--- config.mk ---
export PLATFORM = sky130hd
export DESIGN_NAME = pdm_mic_ctrl
export DESIGN_NICKNAME = d
export VERILOG_FILES = /design/src/rtl/pdm_mic_ctrl_pkg.sv /design/src/rtl/pdm_mic_ctrl_sample_fifo.sv /design/src/rtl/pdm_mic_ctrl.sv
export SDC_FILE = /design/constraint.sdc
export NUM_CORES = 1
export LEC_CHECK = 0
export CORE_ASPECT_RATIO = 1.25
export CORE_MARGIN = 8
export CORE_UTILIZATION = 60
export DETAILED_ROUTE_END_ITERATION = 7
export DONT_BUFFER_PORTS = 1
export PLACE_DENSITY = 0.76
export SYNTH_ARGS = -nofsm -noshare
export SYNTH_HDL_FRONTEND = slang
export SYNTH_SLANG_ARGS = --single-unit
--- constraint.sdc ---
create_clock -name clk -period 3.1 [get_ports clk]
set_input_delay 0.62 -clock clk [delete_from_list [all_inputs] [get_ports clk]]
set_output_delay 0.62 -clock clk [all_outputs]
set_load 0.05 [all_outputs]
--- src/rtl/pdm_mic_ctrl_pkg.sv ---
// Shared definitions for the PDM microphone controller: FSM state encodings
// and a counter-width helper.
package pdm_mic_ctrl_pkg;

    localparam int ST_W = 2;

    localparam logic [1:0] ST_IDLE   = 2'd0;
    localparam logic [1:0] ST_WARMUP = 2'd1;
    localparam logic [1:0] ST_FILL   = 2'd2;
    localparam logic [1:0] ST_RUN    = 2'd3;

    // Bits needed to hold values 0..max_val inclusive.
    function automatic int cnt_w(input int max_val);
        return (max_val < 2) ? 1 : $clog2(max_val + 1);
    endfunction

endpackage

--- src/rtl/pdm_mic_ctrl_sample_fifo.sv ---
// Synchronous first-word-fall-through FIFO with flush; reports pushes that
// were dropped because the FIFO was full and nothing left that cycle.
module sample_fifo
    import pdm_mic_ctrl_pkg::*;
#(
    parameter int W     = 16,
    parameter int DEPTH = 4
) (
    input  logic         clk,
    input  logic         rst,
    input  logic         flush_i,
    input  logic         push_i,
    input  logic [W-1:0] din_i,
    input  logic         pop_i,
    output logic [W-1:0] dout_o,
    output logic         valid_o,
    output logic         drop_o
);

    localparam int PW = $clog2(DEPTH);
    localparam int CW = PW + 1;

    logic [W-1:0]  mem_q [DEPTH];
    logic [PW-1:0] wr_ptr_q;
    logic [PW-1:0] rd_ptr_q;
    logic [CW-1:0] count_q;
    logic          full_s;
    logic          empty_s;
    logic          do_push_s;
    logic          do_pop_s;

    assign full_s    = (count_q == CW'(DEPTH));
    assign empty_s   = (count_q == '0);
    assign do_pop_s  = pop_i & ~empty_s;
    // A pop in the same cycle frees the slot a full FIFO needs for the push.
    assign do_push_s = push_i & (~full_s | do_pop_s);
    assign drop_o    = push_i & full_s & ~do_pop_s;
    assign dout_o    = mem_q[rd_ptr_q];
    assign valid_o   = ~empty_s;

    always_ff @(posedge clk or posedge rst) begin
        if (rst) begin
            for (int i = 0; i < DEPTH; i++) begin
                mem_q[i] <= '0;
            end
            wr_ptr_q <= '0;
            rd_ptr_q <= '0;
            count_q  <= '0;
        end else if (flush_i) begin
            wr_ptr_q <= '0;
            rd_ptr_q <= '0;
            count_q  <= '0;
        end else begin
            if (do_push_s) begin
                mem_q[wr_ptr_q] <= din_i;
                wr_ptr_q        <= wr_ptr_q + PW'(1);
            end
            if (do_pop_s) begin
                rd_ptr_q <= rd_ptr_q + PW'(1);
            end
            case ({do_push_s, do_pop_s})
                2'b10:   count_q <= count_q + CW'(1);
                2'b01:   count_q <= count_q - CW'(1);
                default: count_q <= count_q;
            endcase
        end
    end

endmodule

--- src/rtl/pdm_mic_ctrl.sv ---
// PDM mic sequencer and sample decimator feeding a small output FIFO.
// Optional peak-hold tracker enabled by defining PDM_MIC_PEAK_HOLD_EN.
module pdm_mic_ctrl
    import pdm_mic_ctrl_pkg::*;
#(
    parameter int SAMPLE_DEPTH = 16,
    parameter int DECIM        = 50,
    parameter int WARMUP_TICKS = 4096,
    parameter int FILL_TICKS   = 512,
    parameter int FIFO_DEPTH   = 4
) (
    input  logic                    clk,
    input  logic                    rst,
    input  logic                    enable_i,
    input  logic                    bit_tick_i,
    input  logic [SAMPLE_DEPTH-1:0] audio_in_i,
    output logic                    mic_run_o,
    output logic [SAMPLE_DEPTH-1:0] sample_data_o,
    output logic                    sample_valid_o,
    input  logic                    sample_ready_i,
    output logic                    overflow_o,
    input  logic                    clear_ovf_i,
`ifdef PDM_MIC_PEAK_HOLD_EN
    input  logic                    peak_clr_i,
    output logic [SAMPLE_DEPTH-2:0] peak_level_o,
`endif
    output logic [ST_W-1:0]         state_o
);

    localparam int MAX_A  = (WARMUP_TICKS > FILL_TICKS) ? WARMUP_TICKS : FILL_TICKS;
    localparam int CNT_MX = (MAX_A > DECIM) ? MAX_A : DECIM;
    localparam int CW     = cnt_w(CNT_MX);

    localparam logic [CW-1:0] WARM_LAST  = CW'(WARMUP_TICKS - 1);
    localparam logic [CW-1:0] FILL_LAST  = CW'(FILL_TICKS - 1);
    localparam logic [CW-1:0] DECIM_LAST = CW'(DECIM - 1);

    logic [ST_W-1:0] state_q, state_d;
    logic [CW-1:0]   cnt_q, cnt_d;
    logic            mic_run_q;
    logic            ovf_q, ovf_d;
    logic            push_s;
    logic            drop_s;

    // Sequencer: one shared tick counter serves warm-up, fill and decimation.
    always_comb begin
        state_d = state_q;
        cnt_d   = cnt_q;
        push_s  = 1'b0;
        if (!enable_i) begin
            state_d = ST_IDLE;
            cnt_d   = '0;
        end else begin
            case (state_q)
                ST_IDLE: begin
                    state_d = ST_WARMUP;
                    cnt_d   = '0;
                end
                ST_WARMUP: begin
                    if (bit_tick_i) begin
                        if (cnt_q == WARM_LAST) begin
                            state_d = ST_FILL;
                            cnt_d   = '0;
                        end else begin
                            cnt_d = cnt_q + CW'(1);
                        end
                    end else begin
                        cnt_d = cnt_q;
                    end
                end
                ST_FILL: begin
                    if (bit_tick_i) begin
                        if (cnt_q == FILL_LAST) begin
                            state_d = ST_RUN;
                            cnt_d   = '0;
                        end else begin
                            cnt_d = cnt_q + CW'(1);
                        end
                    end else begin
                        cnt_d = cnt_q;
                    end
                end
                ST_RUN: begin
                    if (bit_tick_i) begin
                        if (cnt_q == DECIM_LAST) begin
                            push_s = 1'b1;
                            cnt_d  = '0;
                        end else begin
                            cnt_d = cnt_q + CW'(1);
                        end
                    end else begin
                        cnt_d = cnt_q;
                    end
                end
                default: begin
                    state_d = ST_IDLE;
                    cnt_d   = '0;
                end
            endcase
        end
    end

    // Overflow is sticky across disable; a new drop beats a same-cycle clear.
    always_comb begin
        if (drop_s) begin
            ovf_d = 1'b1;
        end else if (clear_ovf_i) begin
            ovf_d = 1'b0;
        end else begin
            ovf_d = ovf_q;
        end
    end

    // State, counter, mic clock gate and overflow registers.
    always_ff @(posedge clk or posedge rst) begin
        if (rst) begin
            state_q   <= ST_IDLE;
            cnt_q     <= '0;
            mic_run_q <= 1'b0;
            ovf_q     <= 1'b0;
        end else begin
            state_q   <= state_d;
            cnt_q     <= cnt_d;
            mic_run_q <= (state_d != ST_IDLE);
            ovf_q     <= ovf_d;
        end
    end

    sample_fifo #(
        .W     (SAMPLE_DEPTH),
        .DEPTH (FIFO_DEPTH)
    ) u_fifo (
        .clk     (clk),
        .rst     (rst),
        .flush_i (~enable_i),
        .push_i  (push_s),
        .din_i   (audio_in_i),
        .pop_i   (sample_ready_i),
        .dout_o  (sample_data_o),
        .valid_o (sample_valid_o),
        .drop_o  (drop_s)
    );

    assign mic_run_o  = mic_run_q;
    assign overflow_o = ovf_q;
    assign state_o    = state_q;

`ifdef PDM_MIC_PEAK_HOLD_EN
    logic [SAMPLE_DEPTH-2:0] peak_q, peak_d;
    logic [SAMPLE_DEPTH-2:0] mag_s;

    // Magnitude of a signed sample; the most-negative value saturates.
    function automatic logic [SAMPLE_DEPTH-2:0] abs_mag(input logic [SAMPLE_DEPTH-1:0] v);
        logic [SAMPLE_DEPTH-1:0] m;
        m = v[SAMPLE_DEPTH-1] ? (~v + SAMPLE_DEPTH'(1)) : v;
        return m[SAMPLE_DEPTH-1] ? '1 : m[SAMPLE_DEPTH-2:0];
    endfunction

    assign mag_s = abs_mag(audio_in_i);

    // Peak tracks every decimated sample, including dropped ones.
    always_comb begin
        if (push_s) begin
            peak_d = (mag_s > peak_q) ? mag_s : peak_q;
        end else if (peak_clr_i) begin
            peak_d = '0;
        end else begin
            peak_d = peak_q;
        end
    end

    // Peak register.
    always_ff @(posedge clk or posedge rst) begin
        if (rst) begin
            peak_q <= '0;
        end else begin
            peak_q <= peak_d;
        end
    end

    assign peak_level_o = peak_q;
`endif

endmodule

==> results of run 1 <==
[sequential cells by signal, indices dropped and copies added, names as in the netlist]
signal           flops
u_fifo.mem_q        64
cnt_q               13
u_fifo.count_q       3
state_o              2
u_fifo.rd_ptr_q      2
u_fifo.wr_ptr_q      2
mic_run_o            1
overflow_o           1
[where the power goes]
part / leakage [uW] / internal (uW) / switching [uW]
Combinational: 0.000977 / 12.6 / 39.0
Sequential: 0.00123 / 1150 / 3.57
Clock: 0.0000999 / 317 / 464
[cells in the final DEF (no fill, tap or decap), drive strengths merged, types with 3 or more instances in the layout]
cell / n
nand2: 22
mux4: 16
nor3: 5
nor2: 13
xnor2: 6
or3: 3
clkbuf: 9
clkinv: 3
o21ai: 9
nand4: 3
inv: 13
mux2i: 3
ha: 6
buf: 6
and2: 4
a21oi: 6
nand3: 9
and3: 5
a31oi: 3
dfrtp: 88
mux2: 64
[final cells by class]
cell class	count	area [um2]	share of cell area, %
sequential	88	2200	47.2
multi-input combinational	201	2060	44.2
clock buffer	9	124	2.65
tap	92	115	2.47
clock inverter	7	71.3	1.53
timing repair buffer	6	57.6	1.23
inverter	9	35.0	0.750
[critical path, cell delays in order (launching register included)]
cell and delay, ps:
dfrtp_1 490, buf_4 360, mux4_2 720
[layer usage]
layer | wire [um] | share of wire, % | GRT usage, %
met1 | 3590 | 42 | 21.3
met2 | 4280 | 50 | 29.6
met3 | 423 | 5.0 | 4.10
met4 | 204 | 2.4 | 8.94
met5 | 0 | 0 | 0
[per-stage QoR]
| stage | hold slack [ps] | cells | total power (uW) | utilization (%) | setup WS (ps) |
|---|---|---|---|---|---|
| after CTS | 264 | 412 | 2010 | 64.6 | 493 |
| after global routing | 262 | 412 | 2060 | 64.6 | 438 |
| after detailed placement | 487 | 396 | 1230 | 61.9 | 617 |
| after global placement | 483 | 396 | 1230 | 61.9 | 650 |
| final | 259 | 412 | 1980 | 64.6 | 541 |
| after floorplan | 458 | 311 | 1210 | - | 201 |
[kinds of logic after synthesis]
logic type      after synthesis
flops                        88
mux                          83
simple gates                 74
compound gates               29
buf+inv                      22
xor+xnor                      8
fa+ha+maj                     7
[final timing paths]
check                                               end  cells after the start                           start
hold reg to reg            u_fifo.mem_q[17]$_DFFE_PP0P_                      1    u_fifo.mem_q[17]$_DFFE_PP0P_
max in group asynchronous  u_fifo.mem_q[28]$_DFFE_PP0P_                      2                             rst
setup / recovery                      sample_data_o[13]                      2  u_fifo.rd_ptr_q[0]$_DFFE_PP0P_
hold / removal             u_fifo.mem_q[24]$_DFFE_PP0P_                      1                             rst
setup reg to reg           u_fifo.mem_q[49]$_DFFE_PP0P_                      7            cnt_q[1]$_DFFE_PP0P_
min in group clk                    mic_run_o$_DFF_PP0_                      0                        enable_i
==> results.toml, run 1 <==
[route]
firstDrtPassIters = 4
wl_per_cell_um = 20.6
detail_route.iter0.violations = 132
drc = 0
viasPerCell = 6.16
routed_wirelength_mm = 8.50
vias = 2537
ant_nets = 0

[yosys]
ys_ff_latch = 88
synth_nets = 340
syn_avg_cell_area_um2 = 14.1
yosysSeqAreaShare_pct = 50.3
synth-xor-area-share_pct = 1.60
synthAdderAreaFrac_pct = 2.17
synth.top_cell.area_share_pct = 50.3
synth_compound_area_share_pct = 4.20
synth_ff_type = "dfrtp_1"
synth.distinct_cells = 44
synthArstFlopShare_pct = 100
synth_most_common_cell = "dfrtp_1"
synthTopCellsByArea = "dfrtp_1 (50%), mux2_4 (14%), mux4_2 (8.2%)"
synth_top_family_by_area = "multiplexers"
netlist_area_um2 = 4380
yosys.area.top_type = "dfrtp_1"
synth-edff-count = 0
synthTopCellsByCount = "dfrtp_1 (88), mux2_4 (40), mux2_2 (24)"
synth_warnings = 0
syn_inst = 311
muxShareOfSynthArea_pct = 28.8
synthSimpleGateAreaFrac_pct = 10.4

[clocking]
cts_buffer_depth = 2
cts_setup_buffers = 0
ctsHoldBuffers = 0
cts_max_level = 3
cts_sinks = 88
path_clk_slew_ps = 110
clk_latency_ps = 370
numCtsBuffers = 9
cts_tree = "done"
root_buffer = "clkbuf_8"
postCtsResizedCells = 0

[die]
die_x_um = 92.4
die_h_um = 112
dieArea_um2 = 10300
start_util_pct = 60.6
core_area_um2 = 7230
io-pin-count = 43
rows = 35

[hold_path]
hold_path.class = "primary input to async pin"

[placed_design]
io_buffer_count = 0
dp_hpwl_mm = 5.85
gp_congestion = 0.937
place_area_um2 = 4470

[global_route]
grt_pass1_wl_mm = 14.4
antenna_found_initial = 0
grt_max_degree = 46
grt_pass1_vias = 2755
grt_usage_pct = 17.9
overflow = 0

[sta]
worst_pin_slew_ps = 859
drv_slew = 0
fin_crit_ps = 2560
timing.setup.tns_ps = 0
setup_viol = 0
finClkSkew_ps = 17.9
clock.fmax_ghz = 0.391
maxSlewHeadroom_pct = 42.7
finalCritPeriodShare_pct = 82.6
hold_violations = 0
rsz0062_at_grt = "no"

[power]
ir_drop_v = 0.000324
p_leak_uw = 0.00230
power.density_nw_per_um2 = 425

[layout]
areaGrowthSynthToFinish_pct = 6.60
final_cell_area_um2 = 4670
diodes = 0
finalNetCount = 344
fillers = 531
drive_gt1_share_pct = 35.0

[setup_path]
setup.worst_path.class = "register to output pin"
endpoint_kind = "output pin"
path_max_fanout = 14
rrSetupSlack_ps = 620
start_kind = "register"
arrival_ps = 1940
cp.required_ps = 2480

[run_status]
status = "finished clean"

[run]
drv_cap = 0
Power figures use the tool's default switching activity.
==> run 2, diff against run 1 <==
==> constraint.sdc (replaced) <==
create_clock -name clk -period 2.4 [get_ports clk]
set_input_delay 0.48 -clock clk [delete_from_list [all_inputs] [get_ports clk]]
set_output_delay 0.48 -clock clk [all_outputs]
set_load 0.05 [all_outputs]
==> run 2 against run 1 <==
Against the previous run:
- routed wire length shrank 0.52%
- count of clock-buffer cells in the layout is 2 higher
- critical path depth decreased by 1
- power grew 27%
- die area unchanged
- design area rose by 1.8%
- flip-flop and latch count unchanged
- first-iteration DRC count down 16%
- hold slack worse by 140 ps
- sequential share of layout area shrank 0.82 points
- core utilization up 1.2 points
- register-to-register slack lost 470 ps
- critical endpoint is now sample_data_o[4]
==> results.toml, run 2 (synthesis gave the netlist of run 1 again) <==
[power]
power_frac_comb_pct = 2.9
p_leak_uw = 0.00234
ir_drop_v = 0.000362
clock_power_share_pct = 38.0
power.density_nw_per_um2 = 530
internal-power_uw = 1920
power_frac_seq_pct = 59.1
power.switching_uw = 602
sw_frac_of_total_pct = 23.9

[layout]
final_common_cell = "dfrtp_1"
finish.utilization_pct = 65.8
top_register = "u_fifo.mem_q"
largest_reg_flops = 64
diodes = 0
finalNetCount = 352
layout_common_cells = "dfrtp_1 (87), mux2_4 (40), mux2_2 (24), nand2_1 (18), mux4_2 (16)"
largest_registers = "u_fifo.mem_q (64), cnt_q (13), u_fifo.count_q (3)"
areaGrowthSynthToFinish_pct = 8.54
drive_gt1_share_pct = 37.2

[sta]
fin_crit_ps = 2350
finalCritPeriodShare_pct = 97.8
worst_pin_slew_ps = 866
drv_slew = 0
clock.fmax_ghz = 0.426
rsz0062_at_grt = "no"
hold_violations = 0
timing.setup.tns_ps = 0
maxSlewHeadroom_pct = 42.3
setup_viol = 0
finClkSkew_ps = 14.7

[die]
die_h_um = 112
start_util_pct = 60.6
io-pin-count = 43
die_x_um = 92.4
dieArea_um2 = 10300
core_area_um2 = 7230
rows = 35

[route]
wl_per_cell_um = 20.1
firstDrtPassIters = 4
drc = 0
detail_route.iter0.violations = 111
vias = 2481
viasPerCell = 5.91
routed_wirelength_mm = 8.46
ant_nets = 0

[setup_path]
crit_family = "flip-flops"
cp.required_ps = 1920
setup.worst_path.class = "register to output pin"
slowest_delay_ps = 920
crit_chain = "mux4_2"
critPathBufInv = 0
start_kind = "register"
endpoint_kind = "output pin"
slowest_stage = "dfrtp_1"
path_max_fanout = 18
arrival_ps = 1870

[global_route]
grt_max_degree = 36
grt_usage_pct = 17.4
antenna_found_initial = 0
overflow = 0
grt_pass1_wl_mm = 14.1
grt_pass1_vias = 2687

[clocking]
path_clk_slew_ps = 90
numCtsBuffers = 9
cts_sinks = 88
ctsHoldBuffers = 0
cts_max_level = 3
postCtsResizedCells = 0
root_buffer = "clkbuf_8"
cts_tree = "done"
cts_buffer_depth = 2
clk_latency_ps = 360
cts_setup_buffers = 0

[run_status]
status = "finished clean"

[placed_design]
dp_hpwl_mm = 5.83
gp_congestion = 0.850
io_buffer_count = 0

[run]
drv_cap = 0

[hold_path]
hold_path.class = "primary input to async pin"
==> run 2: cell count changes in the layout (fill, tap and decap cells not counted), moves of 2 or more <==
cell,previous run,this run
buf_4,5,11
inv_6,4,1
clkinv_4,1,3
buf_12,1,3
==> run 2: power by group through the flow <==
stage          Sequential, uW  Clock (uW)  Combinational [uW]
2_1_floorplan            1520           0                49.0
3_3_place_gp             1520           0                74.1
3_5_place_dp             1520           0                75.4
4_1_cts                  1490         976                75.3
5_1_grt                  1490        1040                83.0
6_report                 1490         959                73.0
==> run 2: layout make-up <==
type	instances	area [um2]
clock buffer	11	141
clock inverter	5	40.0
fill	521	2470
inverter	9	37.5
multi-input combinational	201	2070
sequential	88	2200
tap	92	115
timing repair buffer	14	143
==> run 2: final timing paths <==
| kind | from | endpoint | slack, ps | depth (start not counted) |
|---|---|---|---|---|
| max in group asynchronous | rst | u_fifo.mem_q[61]$_DFFE_PP0P_ | 1660 | 2 |
| setup reg to reg | cnt_q[9]$_DFFE_PP0P_ | u_fifo.count_q[1]$_DFFE_PP0P_ | 150 | 7 |
| min in group clk | enable_i | mic_run_o$_DFF_PP0_ | 140 | 0 |
| setup / recovery | u_fifo.rd_ptr_q[1]$_DFFE_PP0P_ | sample_data_o[4] | 50 | 1 |
| hold reg to reg | u_fifo.mem_q[10]$_DFFE_PP0P_ | u_fifo.mem_q[10]$_DFFE_PP0P_ | 510 | 1 |
| hold / removal | rst | u_fifo.mem_q[1]$_DFFE_PP0P_ | 120 | 1 |
==> run 2: per-stage QoR <==
step	hold WS [ps]	setup WS, ps	area, um2	total power (uW)	std cells
after detailed placement	490	101	4570	1590	404
after global routing	124	4.47	4750	2610	420
after CTS	133	20.4	4750	2540	420
final	124	54.0	4750	2520	420
after global placement	483	183	4570	1590	404
after floorplan	458	124	4390	1570	311
==> run 2: metal layers <==
layer  part of all wire (%)  up-vias  track usage, %  wire length, um
li1                       -     1155               -                -
met1                     43     1285            21.6             3630
met2                     51       32            28.2             4310
met3                    4.9        9            5.05              415
met4                    1.1        0            6.36               93
met5                      0        -               0                0
==> run 3, diff against run 2 <==
--- a/config.mk
+++ b/config.mk
@@ -6,7 +6,7 @@
 export NUM_CORES = 1
 export LEC_CHECK = 0
 export CORE_ASPECT_RATIO = 1.25
-export CORE_MARGIN = 8
+export CORE_MARGIN = 2
 export CORE_UTILIZATION = 60
 export DETAILED_ROUTE_END_ITERATION = 7
 export DONT_BUFFER_PORTS = 1
==> run 3 against run 2 <==
Against the previous run:
- the flow now finishes with violations (negative setup slack)
- register-to-register slack got worse by 150 ps
- final cell count increased by 0.24%
- combinational power grew 4.1%
- routed wire length down 2.6%
- setup slack worse by 55 ps
- design area increased by 1.2%
- die area down 22%
- highest routed layer unchanged
==> results.toml, run 3 (synthesis gave the netlist of run 1 again) <==
[setup_path]
path_max_fanout = 4
setup.worst_path.class = "register to register"
endpoint_kind = "register"
arrival_ps = 2640
start_kind = "register"
cp.required_ps = 2640

[global_route]
grt_max_degree = 38
grt_pass1_wl_mm = 13.7
grt_usage_pct = 22.6
overflow = 0
antenna_found_initial = 0
grt_pass1_vias = 2655

[layout]
layout_common_cells = "dfrtp_1 (87), mux2_4 (40), mux2_2 (24), nand2_1 (18), mux4_2 (16)"
finish.utilization_pct = 68.6
largest_reg_flops = 64
largest_registers = "u_fifo.mem_q (64), cnt_q (13), u_fifo.count_q (3)"
fin_cells = 421
drive_gt1_share_pct = 38.1
final_common_cell = "dfrtp_1"
diodes = 0
top_register = "u_fifo.mem_q"
areaGrowthSynthToFinish_pct = 9.85
finalNetCount = 355

[placed_design]
place_worst_setup_slack_ps = 103
dp_hpwl_mm = 5.68
post-place-cells = 405
io_buffer_count = 0
gp_congestion = 0.858

[run]
drv_cap = 0

[sta]
fin_crit_ps = 2400
worst_pin_slew_ps = 796
rsz0062_at_grt = "yes"
setup_viol = 1
finClkSkew_ps = 12.1
clock.fmax_ghz = 0.416
hold_violations = 0
timing.setup.tns_ps = -1.17
finalCritPeriodShare_pct = 100
drv_slew = 0
maxSlewHeadroom_pct = 46.8
hold_ws_ps = 119
worst_slack_ps = -1.17

[clocking]
numCtsBuffers = 9
root_buffer = "clkbuf_8"
cts_sinks = 88
cts_setup_buffers = 0
cts_buffer_depth = 2
cts_tree = "done"
cts_max_level = 3
ctsHoldBuffers = 0
path_clk_slew_ps = 90
clk_latency_ps = 360

[die]
die_h_um = 99.5
dieArea_um2 = 8000
rows = 34
io-pin-count = 43
die_x_um = 80.4
start_util_pct = 62.4
core_area_um2 = 7020

[power]
ir_drop_v = 0.000330
power.density_nw_per_um2 = 538
p_leak_uw = 0.00236

[hold_path]
hold_path.class = "primary input to async pin"

[route]
drc = 0
firstDrtPassIters = 4
vias = 2525
routed_wirelength_mm = 8.24
ant_nets = 0
detail_route.iter0.violations = 154
wl_per_cell_um = 19.6
viasPerCell = 6.00

[run_status]
status = "finished with violations"
violations = "negative setup slack"
run 3: cell count changes in the layout (fill, tap and decap cells not counted), sizes merged:
cell / before / now
clkinv: 4 / 1
clkinvlp: 1 / 4
bufinv: 0 / 1
clkbuf: 11 / 10
buf: 14 / 17
run 3: per-layer routing:
layer	wire, um	global-route usage [%]	up-vias	part of all wire (%)
li1	-	-	1164	-
met5	0	0	-	0
met4	157	8.21	0	1.9
met3	326	4.17	13	4.0
met2	4170	35.6	44	51
met1	3590	31.8	1304	44
run 3: where the power goes:
| part | switching (uW) | internal (uW) |
|---|---|---|
| clock network | 539 | 487 |
| logic | 52.5 | 23.5 |
| registers | 4.66 | 1480 |
| total | 596 | 1990 |
run 3: what timing repair did:
action / 4_1_cts / 5_1_grt
cloned: 0 / 0
resized for setup: 1 / 4
setup endpoints to repair: 1 / 31
run 3: through the flow:
stage / area [um2] / total power (uW)
floorplan: 4390 / 1570
global placement: 4590 / 1590
detailed placement: 4590 / 1590
CTS: 4790 / 2610
global route: 4810 / 2690
finish: 4810 / 2590
run 3: layout make-up:
cell class,instances,area (um2)
clock inverter,6,68.8
sequential,88,2200
timing repair buffer,17,169
fill,480,2210
inverter,9,37.5
tap,90,113
multi-input combinational,201,2090
clock buffer,10,128
run 3: worst max-delay path, stage by stage (launching register included):
cell and delay (ps):
dfrtp_1 420, inv_1 70, ha_1 160, nor3b_4 220, buf_6 130, nand4_4 100
o21ba_4 250, fa_1 490, and3_1 180, a221oi_2 190, nor2b_1 70
run 3: final timing paths:
kind / from / end / slack (ps) / depth (start not counted)
min in group clk: enable_i / mic_run_o$_DFF_PP0_ / 150 / 0
min: rst / u_fifo.mem_q[2]$_DFFE_PP0P_ / 120 / 1
max reg2reg: cnt_q[1]$_DFFE_PP0P_ / u_fifo.count_q[1]$_DFFE_PP0P_ / -1 / 10
max: cnt_q[1]$_DFFE_PP0P_ / u_fifo.count_q[1]$_DFFE_PP0P_ / -1 / 10
min reg2reg: u_fifo.mem_q[19]$_DFFE_PP0P_ / u_fifo.mem_q[19]$_DFFE_PP0P_ / 510 / 1
max in group asynchronous: rst / u_fifo.mem_q[62]$_DFFE_PP0P_ / 1640 / 2
